### config.mk
export PLATFORM = sky130hd
export DESIGN_NAME = b3_dec_pulse_flat
export DESIGN_NICKNAME = d
export VERILOG_FILES = /design/src/rtl/b3_dec_pulse_if.sv /design/src/rtl/b3_dec_pulse.sv /design/src/flat_wrapper.sv
export SDC_FILE = /design/constraint.sdc
export NUM_CORES = 1
export LEC_CHECK = 0
export CAP_MARGIN = 20
export CORE_MARGIN = 1.5
export CORE_UTILIZATION = 45
export DETAILED_ROUTE_END_ITERATION = 7
export PLACE_DENSITY = 0.82
export SYNTH_ARGS = -nofsm -noshare
export SYNTH_HDL_FRONTEND = slang
export SYNTH_SLANG_ARGS = --single-unit
### constraint.sdc
create_clock -name clk -period 1.84 [get_ports clk]
set_input_delay 0.368 -clock clk [delete_from_list [all_inputs] [get_ports clk]]
set_output_delay 0.368 -clock clk [all_outputs]
set_load 0.03 [all_outputs]
### src/rtl/b3_dec_pulse_if.sv
// ---------------------------------------------------------------------------
// b3_dec_pulse_if
// Handshake and output bundle for the b3_dec_pulse sequenced one-hot decoder.
//   enable      : block enable (upstream -> decoder)
//   binary_in   : 4-bit index to decode (upstream -> decoder)
//   in_valid    : binary_in valid this cycle (upstream -> decoder)
//   in_ready    : decoder can accept an index this cycle (decoder -> upstream)
//   decoder_out : registered one-hot select bus (decoder -> consumer)
//   out_active  : high while decoder_out is non-zero (decoder -> consumer)
//   done        : one-cycle pulse at normal end of a hold period
// master = upstream/consumer side, slave = decoder side.
// ---------------------------------------------------------------------------
interface b3_dec_pulse_if;
   logic        enable;
   logic [3:0]  binary_in;
   logic        in_valid;
   logic        in_ready;
   logic [15:0] decoder_out;
   logic        out_active;
   logic        done;

   modport master (
      output enable, binary_in, in_valid,
      input  in_ready, decoder_out, out_active, done
   );

   modport slave (
      input  enable, binary_in, in_valid,
      output in_ready, decoder_out, out_active, done
   );
endinterface

### src/rtl/b3_dec_pulse.sv
// ---------------------------------------------------------------------------
// b3_dec_pulse
// Sequenced 4-to-16 one-hot decoder. An index accepted over a valid/ready
// handshake drives exactly one bit of decoder_out for HOLD_CYCLES cycles,
// after which the bus is released and done pulses for one cycle. Dropping
// enable during a hold aborts the pulse without a done pulse.
// Ports:
//   clk   : system clock, rising edge
//   reset : asynchronous, active-high reset
//   bus   : b3_dec_pulse_if.slave (enable, binary_in, in_valid, in_ready,
//           decoder_out, out_active, done)
// Parameters:
//   HOLD_CYCLES : cycles the one-hot output stays asserted (1..255)
//   CNT_W       : hold counter width, 2**CNT_W > HOLD_CYCLES
// ---------------------------------------------------------------------------
module b3_dec_pulse #(
   parameter int HOLD_CYCLES = 4,
   parameter int CNT_W       = 8
) (
   input  logic           clk,
   input  logic           reset,
   b3_dec_pulse_if.slave  bus
);

   localparam logic [0:0] IDLE = 1'b0;
   localparam logic [0:0] HOLD = 1'b1;

   localparam logic [CNT_W-1:0] CNT_LOAD = CNT_W'(HOLD_CYCLES - 1);

   logic [0:0]       state;
   logic [CNT_W-1:0] cnt;
   logic [15:0]      dec_q;
   logic             active_q;
   logic             done_q;
   logic             accept;

   // Ready is combinational so a new index can be taken in the done cycle,
   // leaving exactly one all-zero cycle between consecutive pulses.
   assign bus.in_ready = (state == IDLE) && bus.enable && !reset;
   assign accept       = bus.in_valid && bus.in_ready;

   always_ff @(posedge clk or posedge reset) begin
      if (reset) begin
         state    <= IDLE;
         cnt      <= '0;
         dec_q    <= '0;
         active_q <= 1'b0;
         done_q   <= 1'b0;
      end else begin
         done_q <= 1'b0;
         case (state)
            IDLE: begin
               if (accept) begin
                  state    <= HOLD;
                  dec_q    <= 16'h0001 << bus.binary_in;
                  active_q <= 1'b1;
                  cnt      <= CNT_LOAD;
               end
            end
            HOLD: begin
               if (!bus.enable) begin
                  // Abort: release the bus silently; no resume on re-enable.
                  state    <= IDLE;
                  dec_q    <= '0;
                  active_q <= 1'b0;
                  cnt      <= '0;
               end else if (cnt == '0) begin
                  state    <= IDLE;
                  dec_q    <= '0;
                  active_q <= 1'b0;
                  done_q   <= 1'b1;
               end else begin
                  cnt <= cnt - CNT_W'(1);
               end
            end
            default: begin
               state    <= IDLE;
               dec_q    <= '0;
               active_q <= 1'b0;
               cnt      <= '0;
            end
         endcase
      end
   end

   assign bus.decoder_out = dec_q;
   assign bus.out_active  = active_q;
   assign bus.done        = done_q;

endmodule

### src/flat_wrapper.sv
// flat-port wrapper written by rule: the top's interface ports become plain ports
module b3_dec_pulse_flat 
#(
   parameter int HOLD_CYCLES = 4,
   parameter int CNT_W       = 8
)
  (clk, reset, bus_enable, bus_binary_in, bus_in_valid, bus_in_ready, bus_decoder_out, bus_out_active, bus_done);
  b3_dec_pulse_if bus_i ();
  input  logic clk;
  input  logic reset;
  input wire logic [$bits(bus_i.enable)-1:0] bus_enable;
  input wire logic [$bits(bus_i.binary_in)-1:0] bus_binary_in;
  input wire logic [$bits(bus_i.in_valid)-1:0] bus_in_valid;
  output wire logic [$bits(bus_i.in_ready)-1:0] bus_in_ready;
  output wire logic [$bits(bus_i.decoder_out)-1:0] bus_decoder_out;
  output wire logic [$bits(bus_i.out_active)-1:0] bus_out_active;
  output wire logic [$bits(bus_i.done)-1:0] bus_done;
  assign bus_i.enable = bus_enable;
  assign bus_i.binary_in = bus_binary_in;
  assign bus_i.in_valid = bus_in_valid;
  assign bus_in_ready = bus_i.in_ready;
  assign bus_decoder_out = bus_i.decoder_out;
  assign bus_out_active = bus_i.out_active;
  assign bus_done = bus_i.done;
  b3_dec_pulse #(.HOLD_CYCLES(HOLD_CYCLES), .CNT_W(CNT_W)) u_core (.clk(clk), .reset(reset), .bus(bus_i));
endmodule
==> impl_metrics.ini, run 1 <==
[yosys]
synth_xor_area_share_pct = 0
syn_nets = 133
yosysMostFrequentCell = dfrtp_1
yosysTopAreaCell = dfrtp_1
synth-edff-count = 0
synth_fa_ha_area_share_pct = 1.87
synth.distinct_cells = 44
synthFlopType = dfrtp_1
synth_top_area_share_pct = 50.4
async_reset_ff_share_pct = 100
yosysSeqAreaShare_pct = 50.4
synth_simple_gate_area_share_pct = 16.8
synth-seq-cells = 27
synth_top_family_by_area = compound AO/OA/AOI/OAI gates
synth-compound-area-share_pct = 24.6
synthMuxAreaShare_pct = 0.747
synth_area_sq_um = 1340
avgSynthCellArea_sq_um = 10.9
synth_area_leaders = dfrtp_1, o2bb2ai_1, a32o_1
synth_cells = 123
synthTopCellsByCount = dfrtp_1, inv_1, o2bb2ai_1, nand2_1, nor2_1
ys_warn_count = 0

[timing]
fin_tns_setup_ns = 0
timing.slew.headroom_pct = 69.1
worst_clock_skew_ns = 0.00468
rsz0062_at_grt = no
period_share_pct = 96.4
timing.fmax_mhz = 564
min_period_ns = 1.77
finalSetupViolations = 0
worst_slack_ns = 0.0670
tightest_slew_ns = 0.460
finalHoldViolations = 0
drv_slew = 0
hold-worst-slack_ns = 0.454

[final_layout]
insertedDiodeCount = 0
drive_above_1_share_pct = 18.9
seqCellArea_sq_um = 676
multiInputGateArea_sq_um = 603
final_util_pct = 63.5
fill_cells = 250
syn_to_final_growth_pct = 31.8
instances_no_fill = 195
final_nets = 175

[global_route]
met1_usage_pct = 25.4
antenna_found_initial = 0
globalRoute.totalOverflow = 0
grt_most_used_layer = met2
grt_pass1_wl_microns = 5530
grt_pass1_vias = 1265
grtUsageMet3_pct = 5.67
track_usage_pct = 21.5
use_met2_pct = 36.7
grt_start_max_net_pins = 28

[detailed_routing]
avgViaCountPerCell = 6.02
dr.pass1.iters = 6
drc = 0
drtIter0Drc = 21
antenna_left = 0
vias = 1173
detail_route.wl_per_cell_microns = 15.9
wl_microns = 3110

[power]
leakagePower_nw = 0.792
power_density_nw_per_um2 = 892
peakVddDrop_mv = 0.683

[clock_network]
path_clk_slew_ns = 0.14
numClockSinks = 27
clkLatencyLatePin_ns = 0.33
hold_buffers = 0
cts.htree.levels = 1
cts_tree = built
cts_buffers = 3
cts-root-buf = clkbuf_4
clockBufferDepth = 2

[critical_path]
arrival_ns = 1.41
path_depth = 1
cp_cell_sequence = clkdlybuf4s50_1
cp_max_fo = 2
ff2ff_path_depth = 7
path_class = reg2out
cp.required_ns = 1.47
crit_slowest_cell = clkdlybuf4s50_1
path_buf_inv = 1
r2r_start = u_core.cnt[0]
slowest_delay_ns = 0.68
worstSetupEndpoint = bus_decoder_out[0]
critPathTopFamily = buffers and inverters
r2r_setup_slack_ns = 0.07
critPathCaptureType = output pin
startpoint = u_core.bus.decoder_out[0]
r2r-end = u_core.bus.decoder_out[2]
worstSetupStartpointType = register

[floorplanning]
die_h_microns = 57.6
start_util_pct = 48.2
die_area_sq_um = 3310
die_w_microns = 57.6
ioPinCount = 27
core_area_sq_um = 2780
rows = 19

[placement]
gp_congestion = 0.834
placedCellCount = 191
port_buffers = 26
dp_hpwl_microns = 2360
pre_cts_ws_ns = -0.0273

[run]
timing.max_cap.violations = 0

[outcome]
status = finished, final reports clean

[hold_path]
min_path_type = in2async
==> cells by family after synthesis <==
logic type | count (synthesis)
multiplexers | 1
buffers and inverters | 16
flip-flops | 27
AND/OR/NAND/NOR | 37
adder cells (fa/ha/maj) | 2
AO/OA/AOI/OAI | 40
==> worst register-to-register path, delay by kind of cell (launching register included) <==
| family | cells | cell delay [ns] |
|---|---|---|
| AND/OR/NAND/NOR | 1 | 0.41 |
| buffers and inverters | 2 | 0.23 |
| flip-flops | 1 | 0.41 |
| adder cells (fa/ha/maj) | 1 | 0.16 |
| AO/OA/AOI/OAI | 3 | 0.45 |
==> power breakdown <==
| part | switching (mW) | total (mW) | internal [mW] |
|---|---|---|---|
| clock network | 0.173 | 0.258 | 0.0850 |
| logic | 0.334 | 0.615 | 0.281 |
| registers | 0.0467 | 0.703 | 0.657 |
==> worst min-delay path by stage <==
| stage | endpoint | slack, ns | depth (start not counted) |
|---|---|---|---|
| final | u_core.cnt[0] | 0.45 | 3 |
| after floorplan | u_core.bus.decoder_out[0] | 0.43 | 1 |
| after detailed placement | u_core.bus.out_active | 0.46 | 1 |
| after global routing | u_core.cnt[0] | 0.51 | 3 |
| after CTS | u_core.cnt[0] | 0.44 | 3 |
| after global placement | u_core.bus.out_active | 0.47 | 1 |
==> per-stage QoR <==
stage | power, mW | cell area [sq um]
3_5_place_dp | 1.31 | 1730
2_1_floorplan | 1.07 | 1340
4_1_cts | 1.58 | 1760
6_report | 1.58 | 1770
5_1_grt | 1.66 | 1770
3_3_place_gp | 1.29 | 1730
==> routing by layer <==
layer | part of all wire (%) | wire, microns
met5 | 0 | 0
met3 | 4.9 | 152
met1 | 42 | 1310
met2 | 51 | 1580
met4 | 2.0 | 61
==> area by class of cell <==
type	count	area share, %
repair buffers	43	21.8
flip-flops and latches	27	38.2
clock buffers	4	1.49
multi-input cells	80	34.1
inverters	10	2.12
well taps	31	2.20
==> flip-flops by register name, indices dropped and copies added, names as in the netlist <==
name,cells
u_core.bus.done,1
u_core.cnt,8
u_core.bus.out_active,1
u_core.bus.decoder_out,16
u_core.state,1
==> layout by cell type (no fill, tap or decap), types with 3 or more instances in the layout <==
cell,Yosys,routed
a21o_1,3,3
a21oi_1,3,3
a32o_1,4,4
buf_4,1,18
clkbuf_4,0,3
clkdlybuf4s50_1,0,25
dfrtp_1,27,27
inv_1,10,10
nand2_1,9,9
nand3_1,3,3
nor2_1,5,5
nor3_1,4,4
o2bb2ai_1,10,10
==> timing repair <==
action                                  4_1_cts  5_1_grt
gates resized for setup                       1        2
endpoints found under the setup margin       13        2
setup buffers                                 0        0
Note: power is estimated with default switching activity, not from simulation.
==> run 2, diff against run 1 <==
- PLACE_DENSITY: 0.82 -> unset
- PLACE_DENSITY_LB_ADDON: unset -> 0.08
- clock period: 1.84 -> 1.9 ns (I/O delays scaled with it)
==> impl_metrics.ini, run 2 (synthesis results as in run 1) <==
[power]
peakVddDrop_mv = 0.615
power_density_nw_per_um2 = 861
leakagePower_nw = 0.759
p_total_mw = 1.49

[global_route]
antenna_found_initial = 0
track_usage_pct = 18.7
grt_pass1_vias = 1097
grt_pass1_wl_microns = 4810
grt_start_max_net_pins = 28
globalRoute.totalOverflow = 0

[timing]
timing.fmax_mhz = 561
drv_slew = 0
hold-worst-slack_ns = 0.475
timing.slew.headroom_pct = 69.8
rsz0062_at_grt = no
finalSetupViolations = 0
min_period_ns = 1.78
finalHoldViolations = 0
period_share_pct = 93.9
worst_slack_ns = 0.116
worst_clock_skew_ns = 0.00348
tightest_slew_ns = 0.450

[critical_path]
slowest_delay_ns = 0.68
arrival_ns = 1.40
ff2ff_path_depth = 6
path_buf_inv = 1
worstSetupEndpoint = bus_decoder_out[13]
crit_slowest_cell = clkdlybuf4s50_1
r2r-end = u_core.bus.decoder_out[2]
path_class = reg2out
cp.required_ns = 1.52
worstSetupStartpointType = register
startpoint = u_core.bus.decoder_out[13]
path_depth = 1
critPathCaptureType = output pin
r2r_setup_slack_ns = 0.13
cp_max_fo = 2
cp_cell_sequence = clkdlybuf4s50_1
r2r_start = u_core.cnt[0]
critPathTopFamily = buffers and inverters

[clock_network]
cts-root-buf = clkbuf_4
path_clk_slew_ns = 0.15
clockBufferDepth = 2
numClockSinks = 27
cts_tree = built
cts.htree.levels = 1
cts_buffers = 3
postCtsSetupBuffers = 0
hold_buffers = 0
clkLatencyLatePin_ns = 0.32

[run]
timing.max_cap.violations = 0

[placement]
gp_congestion = 0.892
port_buffers = 26
pre_cts_ws_ns = -0.0220
dp_hpwl_microns = 2180

[final_layout]
final_util_pct = 62.3
most-common-layout-cells = dfrtp_1, clkdlybuf4s50_1, buf_4
largest_register_ff_count = 16
multiInputGateArea_sq_um = 609
drive_above_1_share_pct = 15.7
fill_cells = 238
insertedDiodeCount = 0
seqCellArea_sq_um = 676
final_common_cell = dfrtp_1
syn_to_final_growth_pct = 29.2
final_nets = 170

[detailed_routing]
drc = 0
detail_route.wl_per_cell_microns = 15.6
vias = 1101
drtIter0Drc = 56
antenna_left = 0
wl_microns = 2960
dr.pass1.iters = 5
avgViaCountPerCell = 5.79

[floorplanning]
die_area_sq_um = 3310
die_w_microns = 57.6
ioPinCount = 27
die_h_microns = 57.6
start_util_pct = 48.2
core_area_sq_um = 2780
rows = 19

[hold_path]
min_path_type = in2async

[outcome]
status = finished, final reports clean
## run 2: routing by layer
layer  GRT usage [%]  vias up  routed length [microns]
li1                -      537                        -
met1            23.9      537                     1380
met2            32.3       23                     1480
met3            2.95        4                       74
met4            6.31        0                       31
met5               0        -                        0
## run 2: area by class of cell
cell class / count / share of cell area [%]
sequential: 27 / 39.0
multi-input combinational: 81 / 35.2
timing repair buffer: 37 / 19.7
tap: 31 / 2.24
inverter: 10 / 2.17
clock buffer: 3 / 1.30
clock inverter: 1 / 0.434
## run 2: worst register-to-register path, stage by stage (launching register included)
cell and delay [ns]:
dfrtp_1 0.40, inv_1 0.11, ha_1 0.17, or3b_4 0.41, o21ai_4 0.24, a21oi_4 0.13
a32o_1 0.22
## run 2: power by group
group	switching, mW	leakage (nW)	total (mW)	internal, mW
clock	0.168	0.0139	0.248	0.0802
sequential	0.0562	0.365	0.692	0.636
combinational	0.304	0.380	0.550	0.246
total	0.528	0.759	1.49	0.962
## run 2: per-stage QoR
| step | instance area (sq um) | instances | setup TNS (ns) |
|---|---|---|---|
| 2_1_floorplan | 1340 | 123 | 0 |
| 3_3_place_gp | 1680 | 185 | 0 |
| 3_5_place_dp | 1680 | 185 | -0.141 |
| 4_1_cts | 1710 | 189 | 0 |
| 5_1_grt | 1730 | 190 | 0 |
| 6_report | 1730 | 190 | 0 |
## run 2: worst min-delay path by stage
stage	slack, ns	endpoint	from
after global placement	0.47	u_core.bus.decoder_out[12]	u_core.bus.decoder_out[12]
after global routing	0.50	u_core.bus.done	reset
after floorplan	0.44	u_core.bus.decoder_out[0]	reset
after CTS	0.48	u_core.cnt[0]	reset
after detailed placement	0.47	u_core.bus.decoder_out[6]	u_core.bus.decoder_out[6]
final	0.48	u_core.cnt[1]	reset
## run 2: timing repair
| item | 4_1_cts | 5_1_grt |
|---|---|---|
| gates resized for setup | 0 | 2 |
| endpoints found under the hold margin | 0 | 0 |
| endpoints found under the setup margin | 0 | 11 |
==> run 3, diff against run 2 <==
- CORE_ASPECT_RATIO: unset -> 1.25
==> impl_metrics.ini, run 3 (synthesis results as in run 1) <==
[global_route]
track_usage_pct = 20.2
grt_pass1_vias = 1173
antenna_found_initial = 0
globalRoute.totalOverflow = 0
grt_start_max_net_pins = 28
grt_pass1_wl_microns = 5080

[detailed_routing]
dr.pass1.iters = 4
avgViaCountPerCell = 5.76
detail_route.wl_per_cell_microns = 15.8
vias = 1128
top_layer = met4
drt-met1-wl_microns = 1300
wl_microns = 3090
drc = 0
wl_met2_microns = 1640
dr_wl_met3_microns = 86
drtIter0Drc = 44
antenna_left = 0

[power]
p_total_mw = 1.52
peakVddDrop_mv = 0.590
power_density_nw_per_um2 = 854
leakagePower_nw = 0.793

[clock_network]
path_clk_slew_ns = 0.13
cts-root-buf = clkbuf_4
cts_tree = built
cts.htree.levels = 1
clockBufferDepth = 2
numClockSinks = 27
hold_buffers = 0
postCtsSetupBuffers = 0
cts_resized = 0
cts_buffers = 3
clkLatencyLatePin_ns = 0.31

[timing]
fin_tns_setup_ns = 0
finalHoldViolations = 0
drv_slew = 0
min_period_ns = 1.79
tightest_slew_ns = 0.334
period_share_pct = 94.0
timing.fmax_mhz = 560
finalSetupViolations = 0
worst_slack_ns = 0.114
worst_clock_skew_ns = 0.00430
timing.slew.headroom_pct = 77.5
rsz0062_at_grt = no

[floorplanning]
rows = 21
die_area_sq_um = 3320
core_area_sq_um = 2760
die_w_microns = 51.8
die_h_microns = 64.0
ioPinCount = 27
start_util_pct = 48.6

[placement]
pre_cts_ws_ns = 0.00915
port_buffers = 26
dp_hpwl_microns = 2280
placed_area_sq_um = 1730
gp_congestion = 0.818

[critical_path]
slowest_delay_ns = 0.42
crit_slowest_cell = dfrtp_1
critPathCaptureType = register
cp_cell_sequence = inv_1 -> ha_1 -> or3b_4 -> o21ai_4 -> a21oi_4 -> buf_12 -> a32o_1
cp_max_fo = 16
r2r_start = u_core.cnt[1]
cp.required_ns = 2.12
path_class = reg2reg
critPathTopFamily = compound AO/OA/AOI/OAI gates
arrival_ns = 2.00
worstSetupStartpointType = register
path_buf_inv = 2
startpoint = u_core.cnt[1]
r2r_setup_slack_ns = 0.11

[final_layout]
largest_register_ff_count = 16
final_nets = 173
stdcell_area_sq_um = 1780
drive_above_1_share_pct = 19.1
final_common_cell = dfrtp_1
insertedDiodeCount = 0
most-common-layout-cells = dfrtp_1, clkdlybuf4s50_1, buf_4
syn_to_final_growth_pct = 33.1

[outcome]
status = finished, final reports clean

[hold_path]
min_path_type = in2async

[run]
timing.max_cap.violations = 0
==> run 3: cell count changes in the layout (fill, tap and decap cells not counted), sizes merged <==
cell      change
clkinv        +1
a21oi         -1
buf           +4
clkinvlp      -1
==> run 3: per-stage QoR <==
stage          instances  hold slack (ns)  util [%]
6_report             196            0.481      64.6
3_3_place_gp         192            0.464      62.7
3_5_place_dp         192            0.470      62.7
4_1_cts              196            0.475      63.7
5_1_grt              196            0.506      64.6
2_1_floorplan        123            0.438         -
==> run 3: worst register-to-register path, cell delays in order (launching register included) <==
cell     delay (ns)
dfrtp_1        0.42
inv_1          0.09
ha_1           0.17
or3b_4         0.41
o21ai_4        0.17
a21oi_4        0.08
buf_12         0.15
a32o_1         0.20
==> run 3: cell type report <==
class / count / area (sq um)
Clock inverter: 1 / 5.00
Fill cell: 223 / 976
Inverter: 10 / 37.5
Tap cell: 34 / 42.5
Multi-Input combinational cell: 80 / 617
Sequential cell: 27 / 676
Timing Repair Buffer: 41 / 383
Clock buffer: 3 / 22.5
==> run 3: metal layers <==
metal,global-route usage (%),vias up
li1,-,540
met1,24.2,559
met2,34.3,23
met3,3.50,6
met4,10.2,0
met5,0,-
==> run 3: path summary, 6_finish.rpt <==
kind	endpoint	cells past startpoint
setup / recovery	u_core.bus.decoder_out[2]	7
hold / removal	u_core.cnt[0]	3
setup reg to reg	u_core.bus.decoder_out[2]	7
hold reg to reg	u_core.bus.out_active	1
max in group asynchronous	u_core.bus.decoder_out[4]	3
min in group clk	u_core.bus.out_active	1
==> run 3: power by group <==
part / switching, mW / internal (mW)
logic: 0.324 / 0.273
registers: 0.0524 / 0.636
clock network: 0.160 / 0.0787
total: 0.536 / 0.987
